### config.mk
export PLATFORM = sky130hd
export DESIGN_NAME = siso_shift_ctrl_flat
export DESIGN_NICKNAME = d
export VERILOG_FILES = /design/src/rtl/siso_shift_if.sv /design/src/rtl/siso_shift_ctrl.sv /design/src/flat_wrapper.sv
export SDC_FILE = /design/constraint.sdc
export NUM_CORES = 1
export LEC_CHECK = 0
export CAP_MARGIN = 20
export CELL_PAD_IN_SITES_DETAIL_PLACEMENT = 1
export CELL_PAD_IN_SITES_GLOBAL_PLACEMENT = 1
export CORE_MARGIN = 1
export CORE_UTILIZATION = 44
export CTS_CLUSTER_DIAMETER = 80
export DETAILED_ROUTE_END_ITERATION = 10
export DONT_BUFFER_PORTS = 1
export PLACE_DENSITY_LB_ADDON = 0.1
export SLEW_MARGIN = 20
export SYNTH_ARGS = -nofsm -noshare
export SYNTH_HDL_FRONTEND = slang
export SYNTH_SLANG_ARGS = --single-unit
### constraint.sdc
create_clock -name clk -period 2 [get_ports clk]
set_clock_uncertainty 0.05 [all_clocks]
set_input_delay 0.2 -clock clk [delete_from_list [all_inputs] [get_ports clk]]
set_output_delay 0.2 -clock clk [all_outputs]
set_load 0.01 [all_outputs]
### src/rtl/siso_shift_if.sv
// siso_shift_if: handshake / serial-link bundle for siso_shift_ctrl.
//  master : word producer and tick source (drives load_valid, load_data, shift_en)
//  slave  : the shift sequencer (drives load_ready, sout, busy, done, bit_cnt)
//  Signals:
//   load_valid/load_data/load_ready : parallel word handshake
//   shift_en                        : bit-advance tick
//   sout                            : serial output, LSB first
//   busy/done/bit_cnt               : frame status
interface siso_shift_if #(
   parameter int WIDTH = 4
);
   localparam int CNT_W = $clog2(WIDTH + 2);

   logic             load_valid;
   logic [WIDTH-1:0] load_data;
   logic             load_ready;
   logic             shift_en;
   logic             sout;
   logic             busy;
   logic             done;
   logic [CNT_W-1:0] bit_cnt;

   modport master (
      output load_valid, load_data, shift_en,
      input  load_ready, sout, busy, done, bit_cnt
   );

   modport slave (
      input  load_valid, load_data, shift_en,
      output load_ready, sout, busy, done, bit_cnt
   );
endinterface

### src/rtl/siso_shift_ctrl.sv
// siso_shift_ctrl: sequencer for a serial-in/serial-out right-shift datapath.
//  Takes a parallel word over a valid/ready handshake, then shifts it out
//  LSB-first on sout, one bit per shift_en tick, followed by a one-cycle done.
// Ports:
//  clk  : clock, all state updates on posedge
//  rst  : asynchronous, active-high reset
//  bus  : siso_shift_if.slave (load handshake, shift_en, sout, busy, done, bit_cnt)
// Parameters:
//  WIDTH : data bits per frame (>=1); bit_cnt width is derived from it
// Build option:
//  SISO_SHIFT_PARITY_EN : append one even-parity bit (^load_data) to each frame
module siso_shift_ctrl #(
   parameter int WIDTH = 4
) (
   input logic       clk,
   input logic       rst,
   siso_shift_if.slave bus
);
   localparam int CNT_W = $clog2(WIDTH + 2);
`ifdef SISO_SHIFT_PARITY_EN
   localparam int FRAME_LEN = WIDTH + 1;
`else
   localparam int FRAME_LEN = WIDTH;
`endif
   localparam logic [CNT_W-1:0] LAST_CNT = CNT_W'(FRAME_LEN);

   typedef enum logic [1:0] {IDLE, SHIFT, DONE} state_t;

   state_t                 state;
   logic [FRAME_LEN-1:0]   shreg;
   logic [FRAME_LEN-1:0]   frame;
   logic [FRAME_LEN-1:0]   shreg_nx;
   logic [CNT_W-1:0]       cnt;
   logic [CNT_W-1:0]       cnt_nx;
   logic                   sout_q;
   logic                   busy_q;
   logic                   done_q;
   logic                   ready_q;

   // Frame image captured at accept; parity rides above the data so the
   // same right shift delivers it last.
   always_comb begin
`ifdef SISO_SHIFT_PARITY_EN
      frame = {^bus.load_data, bus.load_data};
`else
      frame = bus.load_data;
`endif
      shreg_nx = shreg >> 1;
      cnt_nx   = cnt + CNT_W'(1);
   end

   // All outputs are registered; sout is loaded with the bit that will be
   // visible next, so there is no path from shift_en to sout.
   always_ff @(posedge clk or posedge rst) begin
      if (rst) begin
         state   <= IDLE;
         shreg   <= '0;
         cnt     <= '0;
         sout_q  <= 1'b0;
         busy_q  <= 1'b0;
         done_q  <= 1'b0;
         ready_q <= 1'b1;
      end else begin
         case (state)
            IDLE: begin
               // shift_en is ignored here, so a tick on the accepting edge
               // never shortens bit0.
               if (bus.load_valid && ready_q) begin
                  state   <= SHIFT;
                  shreg   <= frame;
                  cnt     <= '0;
                  sout_q  <= frame[0];
                  busy_q  <= 1'b1;
                  ready_q <= 1'b0;
               end
            end
            SHIFT: begin
               if (bus.shift_en) begin
                  shreg <= shreg_nx;
                  cnt   <= cnt_nx;
                  if (cnt_nx == LAST_CNT) begin
                     state  <= DONE;
                     done_q <= 1'b1;
                     sout_q <= 1'b0;
                  end else begin
                     sout_q <= shreg_nx[0];
                  end
               end
            end
            DONE: begin
               state   <= IDLE;
               done_q  <= 1'b0;
               busy_q  <= 1'b0;
               ready_q <= 1'b1;
            end
            default: begin
               state   <= IDLE;
               done_q  <= 1'b0;
               busy_q  <= 1'b0;
               sout_q  <= 1'b0;
               ready_q <= 1'b1;
            end
         endcase
      end
   end

   assign bus.load_ready = ready_q;
   assign bus.sout       = sout_q;
   assign bus.busy       = busy_q;
   assign bus.done       = done_q;
   assign bus.bit_cnt    = cnt;
endmodule

### src/flat_wrapper.sv
// flat-port wrapper written by rule: the top's interface ports become plain ports
module siso_shift_ctrl_flat 
#(
   parameter int WIDTH = 4
)
  (clk, rst, bus_load_valid, bus_load_data, bus_shift_en, bus_load_ready, bus_sout, bus_busy, bus_done, bus_bit_cnt);
  siso_shift_if #(.WIDTH(WIDTH)) bus_i ();
  input logic clk;
  input logic rst;
  input wire logic [$bits(bus_i.load_valid)-1:0] bus_load_valid;
  input wire logic [$bits(bus_i.load_data)-1:0] bus_load_data;
  input wire logic [$bits(bus_i.shift_en)-1:0] bus_shift_en;
  output wire logic [$bits(bus_i.load_ready)-1:0] bus_load_ready;
  output wire logic [$bits(bus_i.sout)-1:0] bus_sout;
  output wire logic [$bits(bus_i.busy)-1:0] bus_busy;
  output wire logic [$bits(bus_i.done)-1:0] bus_done;
  output wire logic [$bits(bus_i.bit_cnt)-1:0] bus_bit_cnt;
  assign bus_i.load_valid = bus_load_valid;
  assign bus_i.load_data = bus_load_data;
  assign bus_i.shift_en = bus_shift_en;
  assign bus_load_ready = bus_i.load_ready;
  assign bus_sout = bus_i.sout;
  assign bus_busy = bus_i.busy;
  assign bus_done = bus_i.done;
  assign bus_bit_cnt = bus_i.bit_cnt;
  siso_shift_ctrl #(.WIDTH(WIDTH)) u_core (.clk(clk), .rst(rst), .bus(bus_i));
endmodule
### After elaboration in Yosys (flattened, before gate mapping)

Cells that the tools add are included.

* input bits: 8
* register bits after elaboration: 13
* logic and storage cells: 46

* bitwise logic cells: 3
* reduce and logical (&&, ||, !) cells: 8
* eq/ne operators: 6
* muxes and demuxes: 21
* add/sub/neg operators: 1

Operators with widths (number)
* $reduce_and 3->1: 4
* $mux 4: 2
* $pmux 4 s2: 1
* $mux 1: 7
* $mux 2: 3
* $mux 3: 2
* $pmux 1 s2: 3
* $pmux 3 s2: 1
* $ne 2x1->1 const B: 2
* $pmux 2 s2: 1
* $add 3x1->3 const B: 1
* $eq 3x3->1 const B: 1
* $not 1->1: 3
* $pmux 1 s3: 1
* $eq 2x1->1 const B: 1
* $eq 2x2->1 const B: 1
* $logic_not 2->1: 1
* $ne 2x2->1 const B: 1
* $reduce_and 2->1: 1
* $reduce_bool 2->1: 1
* $logic_and 1x1->1: 1

### Longest topological paths before layout

* word-level depth: 5
* depth in mapped cells: 4
* mapped depth without buffers: 4

### Worst setup path after synthesis

Ideal clock, no wire load.

* path kind: reg-to-reg
* from: register u_core.ready_q, in the netlist u_core.bus.load_ready
* to: register u_core.shreg[2]
* data arrival time: 1.258 ns
* data required time: 1.825 ns
* stages on the path, launching flop included: 4
* period minus slack after synthesis: 1.433 ns
* setup slack: 0.567 ns
* cell sequence: dfstp_2 -> and4bb_4 -> or2_4 -> mux2_4

* word-level cells in the longest chain between the ends: 3

RTL lines
* start: declaration: line siso_shift_ctrl.sv:38 `logic ready_q;`
* start signal: assignment: line siso_shift_ctrl.sv:62 `ready_q <= 1'b1;`
* start signal: assignment: line siso_shift_ctrl.sv:74 `ready_q <= 1'b0;`
* start signal: assignment: line siso_shift_ctrl.sv:94 `ready_q <= 1'b1;`
* $logic_and 1x1->1: line siso_shift_ctrl.sv:68 `if (bus.load_valid && ready_q) begin`
* $ne 2x1->1 (no source line)
* $reduce_and 3->1 (no source line)
* end signal: assignment: line siso_shift_ctrl.sv:70 `shreg <= frame;`
* end signal: assignment: line siso_shift_ctrl.sv:79 `shreg <= shreg_nx;`
* end: declaration: line siso_shift_ctrl.sv:30 `logic [FRAME_LEN-1:0] shreg;`

No other way between the ends.
A chain may end at the register's enable or synchronous reset.

### Worst setup path in the final report

* from: register u_core.state[1]
* to: register u_core.shreg[2]

* word-level cells in the longest chain between the ends: 3

RTL lines
* start: declaration: line siso_shift_ctrl.sv:29 `state_t state;`
* start signal: assignment: line siso_shift_ctrl.sv:56 `state <= IDLE;`
* start signal: assignment: line siso_shift_ctrl.sv:69 `state <= SHIFT;`
* start signal: assignment: line siso_shift_ctrl.sv:82 `state <= DONE;`
* $eq 2x1->1 or $logic_not 2->1 (tied branches): line siso_shift_ctrl.sv:64 `case (state)`
* $ne 2x2->1 (no source line) (tied with other cells)
* $reduce_and 3->1 (no source line)

Several ways; a longest one is shown, not always the timed one.

==> results by group <==
Status
  • Outcome: finished, final reports clean

Power and ir drop
  • Internal power: approximately 0.00036 W
  • Power Density: approximately 640 mW/mm2
  • Logic gate share of total power: 0.020
  • Sequential power share: 0.541
  • Net Switching: a little over 0.00009 W
  • Worst vdd ir: between 400 and 500 uV
  • Clock power frac: 0.439
  • LEAKAGE: between 0.3 and 0.4 nW
  • Sw frac: 0.205

Critical path
  • CP arrival: 1.73 ns
  • Startpoint class of the critical path: register
  • Critical path endpoint category: register
  • Crit path max fanout: 14
  • Req. time, crit path: around 2.1 ns
  • Crit path kind: register to register

Final layout
  • Fill cells: approximately 150
  • Commonest non-fill, non-tap cell in the layout: dfrtp_1
  • Multi-input logic area: 313 um2
  • Register area: approximately 300 um2
  • Layout Nets: 76
  • Diodes inserted: 0
  • Final Core Density: 0.530
  • Synth-to-Final Area Change: 9.63%
  • Share of layout cells above drive strength 1: 0.154
  • Most frequent cells in the layout: dfrtp_1, inv_1, nand2_1, o21ai_0, nor3_1

Synth
  • Post-Syn Nets: 71
  • Synth Instances: between 60 and 70
  • Seq/Total Area, Yosys: 0.473
  • Synth Register Bits: 12
  • Syn Area/Cell: between 10 and 15 um2
  • Mapped cell area: about 640 um2
  • Top cells by area, synth: dfrtp_1, mux2i_1, dfstp_2
  • Top-area cell type share of the netlist area: 0.432
  • Synth unique cells: 29
  • Yosys Warn Count: 0
  • Post-synth top area cell: dfrtp_1

Route
  • DRT Pass-1 Iters: 2
  • Routed WL per cell: ~17 um
  • Via count: 467
  • Drc violations: 0
  • Vias per cell: around 5.8
  • Final WL: about 1.3 mm
  • Routed Antenna Nets: 0
  • Drt first-iter violations: 4

STA
  • Max Slew Vio Count: 0
  • Worst slew margin: 0.698
  • Fin. Hold Viols: 0
  • Final worst path period need: 1.62 ns
  • Final period util: 0.808
  • Tightest Pin Transition: roughly 0.45 ns
  • Setup tns final: 0 ns
  • Highest clock rate: roughly 620 MHz
  • RSZ-0062 raised after global routing: false
  • Endpoints failing setup: 0

Floorplan
  • Io pins: 15
  • Floorplan row count: 13
  • Die height: 40.0 um
  • Die ar.: 0.00160 mm2
  • Initial Utilization: 0.483
  • Die width: about 40 um
  • CORE AREA: between 0.001 and 0.0015 mm2

Global route
  • Initial antenna violation count: 0
  • First-pass GRT wire length: 2.09 mm
  • Vias in the first global route: 480
  • Grt ovf: 0
  • All-Layer GR Usage: 0.210
  • Largest net degree at the start of global routing: 15

Clocking
  • CTS tree: built
  • CTS H-tree lvls: 1
  • Clock root cell: clkbuf_4
  • CTS resizes: 0
  • TritonCTS Buffers: 3
  • Clock buffer depth: 2
  • Clock-pin slew on the worst setup and hold paths: about 0.07 ns
  • Worst-Skew Late Latency: 0.28 ns
  • Clock sink total: 12

Place
  • Port bufs: 0
  • Routability cong.: 0.735
  • DP HPWL: around 950 um

Job
  • Max-Cap Viols: 0

Hold path
  • Hold Crit Class: input pin to register
## synth_stat cells (all sizes together)
cell type  instances
o21ba              1
nand3b             1
nand3              1
nor3               4
nor2b              2
o21ai              5
a31oi              1
ha                 2
inv                5
a2bb2oi            1
nand2              5
a21o               1
xnor2              1
and4bb             1
mux2               2
a32oi              1
mux2i              3
nor2               2
clkbuf             1
dfstp              1
nand4b             1
a21oi              2
and3b              2
o211ai             1
o221ai             1
dfrtp             11
and2b              1
or2                1
## path summary, 6_finish.rpt
kind / slack [ns] / startpoint / to / cells past startpoint
max: 0.38 / u_core.state[1] / u_core.shreg[2] / 3
min: 0.01 / bus_shift_en / u_core.state[1] / 2
max in group asynchronous: 1.26 / rst / u_core.bus.load_ready / 2
min in group asynchronous: 0.31 / rst / u_core.shreg[3] / 2
min reg2reg: 0.47 / u_core.shreg[2] / u_core.shreg[2] / 1
max reg2reg: 0.38 / u_core.state[1] / u_core.shreg[2] / 3
## metrics by stage
stage	cells	instance area (um2)	hold WS (ns)	power [W]	setup WS, ns
floorplan	61	637	0.0140	0.000254	0.567
global placement	75	652	0.0780	0.000255	0.423
detailed placement	75	652	0.0814	0.000256	0.404
CTS	80	698	0.0103	0.000451	0.388
global route	80	698	0.0120	0.000465	0.312
finish	80	698	0.0146	0.000449	0.385
## worst max-delay path, cell delays in order, from the launching register on
cell and delay (ns):
dfrtp_1 0.51, and2b_1 0.35, mux2_2 0.35, mux2_4 0.25
## per-layer routing
layer / GRT usage / share of wire
met1: 0.243 / 0.44
met2: 0.323 / 0.48
met3: 0.0500 / 0.038
met4: 0.181 / 0.037
met5: 0 / 0
## power by group through the flow
stage               Sequential [W]  Combinational (W)  Clock (W)
finish                    0.000242         0.00000914   0.000197
global route              0.000243          0.0000111   0.000211
CTS                       0.000242         0.00000965   0.000199
detailed placement        0.000247         0.00000830          0
global placement          0.000247         0.00000815          0
floorplan                 0.000247         0.00000652          0
## cells by family (layout without fill, tap and decap cells)
kind of cell / count (synthesis) / after routing / share of synthesized area
flip-flops: 12 / 12 / 0.473
adder cells (fa/ha/maj): 2 / 2 / 0.0393
XOR/XNOR: 1 / 1 / 0.0138
multiplexers: 5 / 5 / 0.0884
AND/OR/NAND/NOR: 21 / 21 / 0.204
buffers and inverters: 6 / 10 / 0.0354
AO/OA/AOI/OAI: 14 / 14 / 0.145
## registers in the layout, indices dropped and copies added, names as in the netlist
signal / cells
u_core.bus.busy: 1
u_core.bus.done: 1
u_core.shreg: 3
u_core.bus.load_ready: 1
u_core.bus.sout: 1
u_core.state: 2
u_core.bus.bit_cnt: 3
## what timing repair did
item,in CTS,in global routing
buffers inserted,0,0
hold buffers,1,0
endpoints found under the hold margin,11,0
## area by class of cell
class / instances / share of cell area
Clock buffer: 4 / 0.0520
Inverter: 5 / 0.0269
Multi-Input combinational cell: 43 / 0.448
Sequential cell: 12 / 0.432
Tap cell: 15 / 0.0269
Timing Repair Buffer: 1 / 0.0143
No activity file was read; power rests on OpenSTA's default activity.
